--- src/rtl/multicycle_control.sv ---
// rtl/multicycle_control.sv - multicycle CPU control FSM with memory-wait timeout; JAL/JR states enabled by MCU_JAL_JR_EN
module multicycle_control #(
    parameter int OPW     = 6,
    parameter int FNW     = 6,
    parameter int ULACW   = 3,
    parameter int TIMEOUT = 16
) (
    input  logic             clk,
    input  logic             rst,
    input  logic [OPW-1:0]   OP,
    input  logic [FNW-1:0]   Funct,
    input  logic             mem_ready,
    output logic             mem_req,
    output logic             PCWrite,
    output logic             IRWrite,
    output logic             IorD,
    output logic             RegWrite,
    output logic             RegDst,
    output logic             MemtoReg,
    output logic             MemWrite,
    output logic             Branch,
    output logic             Link,
    output logic             ULASrcA,
    output logic [1:0]       ULASrcB,
    output logic [1:0]       PCSrc,
    output logic [ULACW-1:0] ULAControl,
    output logic [3:0]       state,
    output logic             illegal,
    output logic             timeout
);
    typedef enum logic [3:0] {
        S_FETCH  = 4'd0,  S_DECODE = 4'd1,  S_MEMADR = 4'd2,  S_MEMRD  = 4'd3,
        S_MEMWB  = 4'd4,  S_MEMWR  = 4'd5,  S_EXEC   = 4'd6,  S_ALUWB  = 4'd7,
        S_BRANCH = 4'd8,  S_ADDIEX = 4'd9,  S_ADDIWB = 4'd10, S_JUMP   = 4'd11,
        S_JAL    = 4'd12, S_JR     = 4'd13, S_HALT   = 4'd15
    } state_t;

    localparam logic [OPW-1:0] OP_LW    = OPW'(6'b100011);
    localparam logic [OPW-1:0] OP_SW    = OPW'(6'b101011);
    localparam logic [OPW-1:0] OP_RTYPE = OPW'(6'b000000);
    localparam logic [OPW-1:0] OP_BEQ   = OPW'(6'b000100);
    localparam logic [OPW-1:0] OP_ADDI  = OPW'(6'b001000);
    localparam logic [OPW-1:0] OP_J     = OPW'(6'b000010);
    localparam logic [OPW-1:0] OP_JAL   = OPW'(6'b000011);

    localparam logic [FNW-1:0] FN_ADD = FNW'(6'b100000);
    localparam logic [FNW-1:0] FN_SUB = FNW'(6'b100010);
    localparam logic [FNW-1:0] FN_AND = FNW'(6'b100100);
    localparam logic [FNW-1:0] FN_OR  = FNW'(6'b100101);
    localparam logic [FNW-1:0] FN_SLT = FNW'(6'b101010);
    localparam logic [FNW-1:0] FN_JR  = FNW'(6'b001000);

    // Wait counter counts 0..TIMEOUT-1; the access expires on the cycle it sits at TIMEOUT-1 without ready
    localparam int CW = (TIMEOUT > 1) ? $clog2(TIMEOUT) : 1;
    localparam logic [CW-1:0] CNT_LAST = CW'(TIMEOUT - 1);

    state_t         r_state;
    logic [CW-1:0]  r_cnt;
    logic           r_illegal;
    logic           r_timeout;
    logic           w_expire;
    logic           w_fn_ok;
    logic [2:0]     w_alu;

    assign w_expire = (TIMEOUT != 0) && (r_cnt == CNT_LAST) && !mem_ready;
    assign w_fn_ok  = (Funct == FN_ADD) || (Funct == FN_SUB) || (Funct == FN_AND) ||
                      (Funct == FN_OR)  || (Funct == FN_SLT);

    // State, wait counter and sticky halt-cause flags
    always_ff @(posedge clk or posedge rst) begin
        if (rst) begin
            r_state   <= S_FETCH;
            r_cnt     <= '0;
            r_illegal <= 1'b0;
            r_timeout <= 1'b0;
        end else begin
            r_cnt <= '0;
            case (r_state)
                S_FETCH: begin
                    if (mem_ready) r_state <= S_DECODE;
                    else if (w_expire) begin
                        r_state   <= S_HALT;
                        r_timeout <= 1'b1;
                    end else r_cnt <= r_cnt + CW'(1);
                end
                S_DECODE: begin
                    if (OP == OP_LW || OP == OP_SW) r_state <= S_MEMADR;
                    else if (OP == OP_RTYPE) begin
                        if (Funct == FN_JR) begin
`ifdef MCU_JAL_JR_EN
                            r_state <= S_JR;
`else
                            r_state   <= S_HALT;
                            r_illegal <= 1'b1;
`endif
                        end else r_state <= S_EXEC;
                    end
                    else if (OP == OP_BEQ)  r_state <= S_BRANCH;
                    else if (OP == OP_ADDI) r_state <= S_ADDIEX;
                    else if (OP == OP_J)    r_state <= S_JUMP;
`ifdef MCU_JAL_JR_EN
                    else if (OP == OP_JAL)  r_state <= S_JAL;
`endif
                    else begin
                        r_state   <= S_HALT;
                        r_illegal <= 1'b1;
                    end
                end
                S_MEMADR: r_state <= (OP == OP_LW) ? S_MEMRD : S_MEMWR;
                S_MEMRD, S_MEMWR: begin
                    if (mem_ready) r_state <= (r_state == S_MEMRD) ? S_MEMWB : S_FETCH;
                    else if (w_expire) begin
                        r_state   <= S_HALT;
                        r_timeout <= 1'b1;
                    end else r_cnt <= r_cnt + CW'(1);
                end
                S_EXEC: begin
                    if (w_fn_ok) r_state <= S_ALUWB;
                    else begin
                        r_state   <= S_HALT;
                        r_illegal <= 1'b1;
                    end
                end
                S_ADDIEX: r_state <= S_ADDIWB;
                S_MEMWB, S_ALUWB, S_BRANCH, S_ADDIWB, S_JUMP: r_state <= S_FETCH;
`ifdef MCU_JAL_JR_EN
                S_JAL, S_JR: r_state <= S_FETCH;
`endif
                S_HALT: r_state <= S_HALT;
                default: begin
                    r_state   <= S_HALT;
                    r_illegal <= 1'b1;
                end
            endcase
        end
    end

    // Moore output decode; only the FETCH fetch-complete strobes look at mem_ready
    always_comb begin
        mem_req  = 1'b0; PCWrite  = 1'b0; IRWrite = 1'b0; IorD    = 1'b0;
        RegWrite = 1'b0; RegDst   = 1'b0; MemtoReg = 1'b0; MemWrite = 1'b0;
        Branch   = 1'b0; Link     = 1'b0; ULASrcA = 1'b0; ULASrcB = 2'b00;
        PCSrc    = 2'b00; w_alu   = 3'b000;
        case (r_state)
            S_FETCH: begin
                mem_req = !rst;
                ULASrcB = 2'b01;
                w_alu   = 3'b010;
                if (mem_ready && !rst) begin
                    IRWrite = 1'b1;
                    PCWrite = 1'b1;
                end
            end
            S_DECODE: begin ULASrcB = 2'b11; w_alu = 3'b010; end
            S_MEMADR: begin ULASrcA = 1'b1; ULASrcB = 2'b10; w_alu = 3'b010; end
            S_MEMRD:  begin mem_req = 1'b1; IorD = 1'b1; end
            S_MEMWB:  begin RegWrite = 1'b1; MemtoReg = 1'b1; end
            S_MEMWR:  begin mem_req = 1'b1; IorD = 1'b1; MemWrite = 1'b1; end
            S_EXEC: begin
                ULASrcA = 1'b1;
                case (Funct)
                    FN_ADD:  w_alu = 3'b010;
                    FN_SUB:  w_alu = 3'b110;
                    FN_AND:  w_alu = 3'b000;
                    FN_OR:   w_alu = 3'b001;
                    FN_SLT:  w_alu = 3'b111;
                    default: w_alu = 3'b000;
                endcase
            end
            S_ALUWB:  begin RegWrite = 1'b1; RegDst = 1'b1; end
            S_BRANCH: begin ULASrcA = 1'b1; w_alu = 3'b110; Branch = 1'b1; PCSrc = 2'b01; end
            S_ADDIEX: begin ULASrcA = 1'b1; ULASrcB = 2'b10; w_alu = 3'b010; end
            S_ADDIWB: RegWrite = 1'b1;
            S_JUMP:   begin PCWrite = 1'b1; PCSrc = 2'b10; end
`ifdef MCU_JAL_JR_EN
            S_JAL:    begin PCWrite = 1'b1; PCSrc = 2'b10; RegWrite = 1'b1; Link = 1'b1; end
            S_JR:     begin PCWrite = 1'b1; PCSrc = 2'b11; end
`endif
            default: ;
        endcase
    end

    assign ULAControl = ULACW'(w_alu);
    assign state      = r_state;
    assign illegal    = r_illegal;
    assign timeout    = r_timeout;
endmodule

--- config.mk ---
export PLATFORM = sky130hd
export DESIGN_NAME = multicycle_control
export DESIGN_NICKNAME = d
export VERILOG_FILES = /design/src/rtl/multicycle_control.sv
export SDC_FILE = /design/constraint.sdc
export NUM_CORES = 1
export LEC_CHECK = 0
export ABC_AREA = 1
export CAP_MARGIN = 20
export CORE_MARGIN = 2
export CORE_UTILIZATION = 31
export CTS_BUF_LIST = sky130_fd_sc_hd__clkbuf_2 sky130_fd_sc_hd__clkbuf_4 sky130_fd_sc_hd__clkbuf_8
export CTS_CLUSTER_SIZE = 30
export DETAILED_ROUTE_END_ITERATION = 8
export PLACE_DENSITY_LB_ADDON = 0.1
export SETUP_SLACK_MARGIN = 0.3
export SYNTH_ARGS = -nofsm -noshare
export SYNTH_HDL_FRONTEND = slang
export SYNTH_SLANG_ARGS = --single-unit
--- constraint.sdc ---
create_clock -name clk -period 1.7 [get_ports clk]
set_input_delay 0.17 -clock clk [delete_from_list [all_inputs] [get_ports clk]]
set_output_delay 0.17 -clock clk [all_outputs]
set_load 0.03 [all_outputs]
==> results of run 1 <==
==> cell usage after synthesis <==
master and n:
nand3_2 1, nand2_1 36, nor2_1 34, inv_1 29
o21ai_0 4, nand3_1 15, o22ai_1 2, ha_1 1
inv_2 6, buf_4 2, or2_1 2, nor2_2 4
o31ai_1 1, a21oi_1 4, nand2_2 3, conb_1 1
dfrtp_1 10, nand2_4 1, xor2_1 1, o2111ai_1 2
o21ai_1 1, o211ai_1 3
==> routing by layer <==
layer,vias to the layer above,wire length (um),GRT usage
li1,641,-,-
met1,554,1350,0.222
met2,40,1560,0.284
met3,2,143,0.0153
met4,0,35,0.0292
met5,-,0,0
==> area by class of cell <==
| cell class | instances | area (sq um) | share of cell area |
|---|---|---|---|
| Multi-Input combinational cell | 116 | 747 | 0.408 |
| Timing Repair Buffer | 64 | 611 | 0.334 |
| Sequential cell | 10 | 255 | 0.140 |
| Inverter | 35 | 139 | 0.0759 |
| Tap cell | 33 | 41.3 | 0.0226 |
| Clock buffer | 4 | 36.3 | 0.0198 |
==> flip-flops by register name (all words and copies together) (netlist names) <==
register and count:
r_cnt 4, state 4, illegal 1, timeout 1
==> power groups by stage <==
stage / sequential, W / combinational (W) / clock, W
finish: 0.000439 / 0.00265 / 0.000222
floorplan: 0.000489 / 0.00109 / 0
CTS: 0.000417 / 0.00202 / 0.000222
global route: 0.000448 / 0.00283 / 0.000238
global placement: 0.000401 / 0.00178 / 0
detailed placement: 0.000408 / 0.00178 / 0
==> per-stage QoR <==
step                hold slack [ns]  TNS (ns)  setup slack [ns]  utilization  cell area (sq um)
floorplan                    0.0181         0             0.221            -               1020
global placement              0.453         0            0.0632        0.475               1420
detailed placement            0.465         0            0.0189        0.475               1420
CTS                           0.308         0           0.00828        0.531               1580
global route                  0.308    -0.273           -0.0822        0.614               1830
finish                        0.291   -0.0349           -0.0320        0.614               1830
==> worst min path at each step <==
stage | startpoint | end | slack [ns]
floorplan | rst | illegal | 0.02
global placement | timeout | timeout | 0.45
detailed placement | illegal | illegal | 0.47
CTS | rst | illegal | 0.31
global route | rst | state[0] | 0.31
finish | rst | timeout | 0.29
==> logic make-up (layout without fill, tap and decap cells) <==
logic type | Yosys count | after routing | share of synthesized area
and+or+nand+nor | 96 | 96 | 0.441
buffers and inverters | 37 | 103 | 0.155
AOI/OAI and AO/OA | 17 | 17 | 0.112
DFF | 10 | 10 | 0.266
adders and majority gates | 1 | 1 | 0.0133
other | 1 | 1 | 0.00398
xor gates and xnor gates | 1 | 1 | 0.00930
==> tightest hold or removal path: stages <==
cell and delay (ns):
clkdlybuf4s50_1 0.40, inv_1 0.13, buf_4 0.22
==> repair_timing <==
item,CTS,global route
buffers inserted,9,14
resized for setup,51,56
endpoints found under the setup margin,30,29
pin swaps,4,11
==> out/results.env, run 1 <==
STATUS='complete, but fails checks'
VIOLATED_CHECKS='setup timing'
FIRST_GLOBAL_VIAS=1109
DPL.HPWL_UM=2190
CRITICAL_PATH_CLASS='flip-flop to primary output'
CELL_COUNT_ALONG_THE_CRITICAL_PATH=7
DETAIL_ROUTE.WIRELENGTH_UM=3100
WORST_PATH_DOMINANT_CELL_FAMILY='flip-flops'
PATH_MAX_FANOUT=5
WIRE_LENGTH_OF_THE_FIRST_GLOBAL_ROUTING_PASS_UM=4550
CRIT_END='PCWrite'
CLOCK_ROOT_BUFFER_MASTER='clkbuf_4'
GLOBALPLACE.CONGESTION=0.874
NETLIST_INSTANCES=163
TIMING_MAX_TRANSITION_VIOLATIONS_FINAL=0
DRT-VIAS-PER-INSTANCE=4.72
SETUP-VIOLATIONS-FINAL=2
DRT_FIRST_PASS_ITERS=4
NET_SW_POWER_W=0.00169
CRITICAL_PATH.STARTPOINT='state[1]'
TRACK_USAGE=0.163
ANTENNA_VIOLATING_NETS_POST_ROUTE=0
GRT-OVFL-TOTAL=0
LEAKAGEPOWER_nW=0.972
SWITCHING_SHARE=0.509
CP-START-KIND='flip-flop'
CELL_BREAKDOWN_OF_THE_CRITICAL_PATH='nor2_4, inv_2, buf_6, nor2_4, nand2_4, o22ai_2, buf_6'
DIE_WIDTH_UM=59.1
TOTAL_CTS_BUFFERS=3
DESIGN_POWER_TOTAL_W=0.00331
SYNTHTOPCELLSBYAREA='dfrtp_1 27%, nand2_1 14%, nor2_1 14%'
HOLD_PATH_CLASS='input port to asynchronous set/reset pin'
CRITICAL_PATH.REG2REG.ENDPOINT='r_cnt[0]'
YOSYS_WARNINGS=0
PLACE.DETAILED.INSTANCES=235
POST-SYNTH-TOP-AREA-CELL='dfrtp_1'
YOSYSSEQAREASHARE=0.266
FINAL.MIN_CLOCK_PERIOD_NS=1.73
PLACEMENT_ROWS=20
SETUP_REPAIR_AFTER_GLOBAL_ROUTING_MISSED_ITS_MARGIN='yes'
SYN2LAYOUT_AREA_GROWTH_PCT=94.2
FP.COREAREA_SQ_UM=2980
P_INT_W=0.00163
POWER.SHARE.COMBINATIONAL=0.801
FINALNETCOUNT=246
DIE-AREA_SQ_UM=3500
SHARE_CLK_OF_TOTAL_POWER=0.067
MAX-VDD-IR-DROP_mV=0.630
HOLD_VIOLATIONS=0
VIAS=1237
CRITPATHBUFINV=3
AVGSYNTHCELLAREA_SQ_UM=5.78
FINAL.FILL_COUNT=266
STARTING_DENSITY_OF_THE_CORE=0.316
GRT_MAX_DEGREE=11
ROUTE.DETAILED.DRC=0
WL_PER_CELL_UM=11.8
CTS.HTREE.LEVELS=1
FIN_WORST_SKEW_NS=0.00592
CTS.REPORTEDPATHS.CLKPINSLEW_NS=0.08
POWERDENSITY_nW_PER_UM2=1810
DRT_ITER0_MARKERS=53
MOSTFREQUENTLAYOUTCELLS='28 x nand2_1, 23 x nor2_1, 22 x buf_6, 21 x inv_1, 21 x buf_4'
WORSTREGTOREGCELLS=11
IO_PINS=39
SYNTHESIS.NETS=179
ORIGIN_OF_THE_CRITICAL_FLOP_TO_FLOP_PATH='state[1]'
WORSTSETUPENDPOINTTYPE='primary output'
CLOCK_LATENCY_NS=0.27
CRITICAL-PATH-SLOWEST-CELL='dfrtp_2'
TIMING.FINAL.WS_SETUP_NS=-0.0320
SETUP.REG_TO_REG.WORST_SLACK_NS=0.02
SYNTH.TOP_CELL.AREA_SHARE=0.266
LAYOUT.CELLS.MOST_COMMON='nand2_1'
WORST-ENDPOINT-ARRIVAL_NS=1.56
CTS-HOLD-FIX-BUFFERS=0
NETLIST-CELL-TYPE-COUNT=22
ANTENNA_CELLS=0
CAP_VIOLATIONS=0
MAX_CLOCK_FREQ_MHz=577
FINISH.CELL_COUNT_WITHOUT_FILLERS=262
TRITONCTS='built'
FIN_CRIT_SH=1.02
GRT_ANTENNA_BEFORE_REPAIR=0
PORT_BUFFERS=37
RATIO_OF_CELLS_WITH_DRIVE_ABOVE_1_IN_THE_FINAL_LAYOUT=0.463
P_SEQ_FRAC=0.133
CRITICAL_PATH.MAX_STAGE_DELAY_NS=0.48
SYNTH_SEQ_CELLS=10
FLOORPLAN_DIE_HEIGHT_UM=59.1
CRITPATHREQUIREDTIME_NS=1.53
SYNTH_AREA_SQ_UM=942
CLK_PATH_BUF_DEPTH=2
NUMBER_OF_SINKS_ON_THE_CLOCK_NET=10
Power figures use the tool's default switching activity.
==> run 2: changes to the inputs <==
CELL_PAD_IN_SITES_DETAIL_PLACEMENT = 0   (was not set)
CELL_PAD_IN_SITES_GLOBAL_PLACEMENT = 2   (was not set)
CORE_UTILIZATION = 21   (was 31)
==> out/results.env, run 2 (same netlist as run 1, synthesis figures left out) <==
SETUP_REPAIR_AFTER_GLOBAL_ROUTING_MISSED_ITS_MARGIN='yes'
WORST_PATH_DOMINANT_CELL_FAMILY='flip-flops'
DPL_WORST_SLACK_NS=0.0505
CRITICAL_PATH_CLASS='flip-flop to primary output'
POWERDENSITY_nW_PER_UM2=1840
CP-START-KIND='flip-flop'
GLOBALPLACE.CONGESTION=0.810
FIN_CRIT_SH=0.968
GRT_ANTENNA_BEFORE_REPAIR=0
STATUS='finished clean'
TIMING.FINAL.WS_SETUP_NS=0.0540
ANTENNA_CELLS=0
PORT_BUFFERS=37
FINAL.FILL_COUNT=465
GRT_MAX_DEGREE=11
CRITICAL-PATH-SLOWEST-CELL='dfrtp_2'
CRITICAL_PATH.MAX_STAGE_DELAY_NS=0.47
DRT_ITER0_MARKERS=46
REGISTER_AREA_SQ_UM=255
WORSTSETUPENDPOINTTYPE='primary output'
WL_PER_CELL_UM=11.4
POSTPLACECELLAREA_SQ_UM=1440
DIE-AREA_SQ_UM=5040
CLOCK_ROOT_BUFFER_MASTER='clkbuf_8'
DESIGN_POWER_TOTAL_W=0.00359
DRT-VIAS-PER-INSTANCE=4.28
SETUP.REG_TO_REG.WORST_SLACK_NS=0.08
HOLD_VIOLATIONS=0
SETUP-VIOLATIONS-FINAL=0
HOLD_PATH_CLASS='input port to asynchronous set/reset pin'
MOSTFREQUENTLAYOUTCELLS='27 x nand2_1, 27 x buf_6, 23 x nor2_1, 21 x inv_1, 21 x buf_4'
FIRST_GLOBAL_VIAS=1194
FIN_WORST_SKEW_NS=0.00276
RATIO_OF_CELLS_WITH_DRIVE_ABOVE_1_IN_THE_FINAL_LAYOUT=0.470
SYN2LAYOUT_AREA_GROWTH_PCT=107
ROUTE.DETAILED.DRC=0
CRITICAL_PATH.REG2REG.ENDPOINT='timeout'
MULTIINPUTGATEAREA_SQ_UM=762
DETAIL_ROUTE.WIRELENGTH_UM=3260
WORSTREGTOREGCELLS=12
PATH_MAX_FANOUT=5
FP.COREAREA_SQ_UM=4320
CLK_PATH_BUF_DEPTH=2
CAP_VIOLATIONS=0
WIRE_LENGTH_OF_THE_FIRST_GLOBAL_ROUTING_PASS_UM=5090
STARTING_DENSITY_OF_THE_CORE=0.218
TIMING_MAX_TRANSITION_VIOLATIONS_FINAL=0
MAX_CLOCK_FREQ_MHz=608
GRT-OVFL-TOTAL=0
TRITONCTS='built'
CTS.REPORTEDPATHS.CLKPINSLEW_NS=0.05
DPL.HPWL_UM=2450
ORIGIN_OF_THE_CRITICAL_FLOP_TO_FLOP_PATH='state[0]'
DESIGN_AREA_SQ_UM=1950
LEAKAGEPOWER_nW=1.02
TOTAL_CTS_BUFFERS=3
NUMBER_OF_SINKS_ON_THE_CLOCK_NET=10
CRITPATHBUFINV=3
MAX-VDD-IR-DROP_mV=0.741
ANTENNA_VIOLATING_NETS_POST_ROUTE=0
FLOORPLAN_DIE_HEIGHT_UM=71.0
WORST-ENDPOINT-ARRIVAL_NS=1.48
VIAS=1223
DRT_FIRST_PASS_ITERS=4
CRITPATHREQUIREDTIME_NS=1.53
CTS.HTREE.LEVELS=1
PLACEMENT_ROWS=24
CELL_BREAKDOWN_OF_THE_CRITICAL_PATH='nor2_4, inv_2, buf_6, nor2_4, nand2_4, o22ai_2, buf_6'
TRACK_USAGE=0.124
DIE_WIDTH_UM=71.0
IO_PINS=39
FINALNETCOUNT=251
CLOCK_LATENCY_NS=0.23
FINAL.MIN_CLOCK_PERIOD_NS=1.65
-- run 2: changes by cell type in the layout (fill, tap and decap cells not counted), moves of 2 or more --
| cell | delta |
|---|---|
| clkbuf_2 | -2 |
| buf_6 | +5 |
| clkbuf_8 | +2 |
| inv_2 | -2 |
| nand2_4 | +2 |
-- run 2: through the flow --
| stage | setup TNS, ns | std cells | util | hold WS (ns) |
|---|---|---|---|---|
| finish | 0 | 286 | 0.452 | 0.344 |
| global route | -0.0457 | 286 | 0.452 | 0.393 |
| CTS | 0 | 279 | 0.409 | 0.359 |
| detailed placement | 0 | 254 | 0.332 | 0.459 |
| global placement | 0 | 254 | 0.332 | 0.449 |
| floorplan | 0 | 163 | - | 0.0181 |
-- run 2: worst min-delay path, cell delays in order --
cell and delay (ns):
clkdlybuf4s50_1 0.40, inv_1 0.13, buf_4 0.22
-- run 2: report_power, final --
part | internal [W] | switching (W) | leakage, nW
clock network | 0.000180 | 0.0000903 | 0.0262
registers | 0.000311 | 0.000127 | 0.123
logic | 0.00135 | 0.00153 | 0.875
-- run 2: metal layers --
metal  global-route usage  part of all wire
met2                0.209              0.52
met1                0.166              0.44
met3               0.0157             0.035
met5                    0                 0
met4               0.0377            0.0077
-- run 2: repair_timing --
item                                    in CTS  in global routing
hold buffers                                 0                  0
pin swaps                                   10                  5
setup buffers                               21                  7
endpoints found under the setup margin      29                 28
resized for setup                           71                 42
-- run 2: cell type report --
cell class                      count  area share
Clock buffer                        4      0.0250
Tap cell                           52      0.0333
Sequential cell                    10       0.131
Timing Repair Buffer               69       0.345
Inverter                           35      0.0762
Multi-Input combinational cell    116       0.390
-- run 2: worst max path at each step --
stage / cells after the start / to / slack [ns] / start
after floorplan: 5 / PCSrc[0] / 0.22 / state[3]
after global placement: 6 / ULAControl[1] / 0.08 / Funct[5]
after detailed placement: 6 / ULAControl[1] / 0.05 / Funct[5]
after CTS: 7 / PCWrite / 0.07 / state[0]
after global routing: 11 / r_cnt[0] / -0.02 / state[0]
final: 7 / PCWrite / 0.05 / state[1]
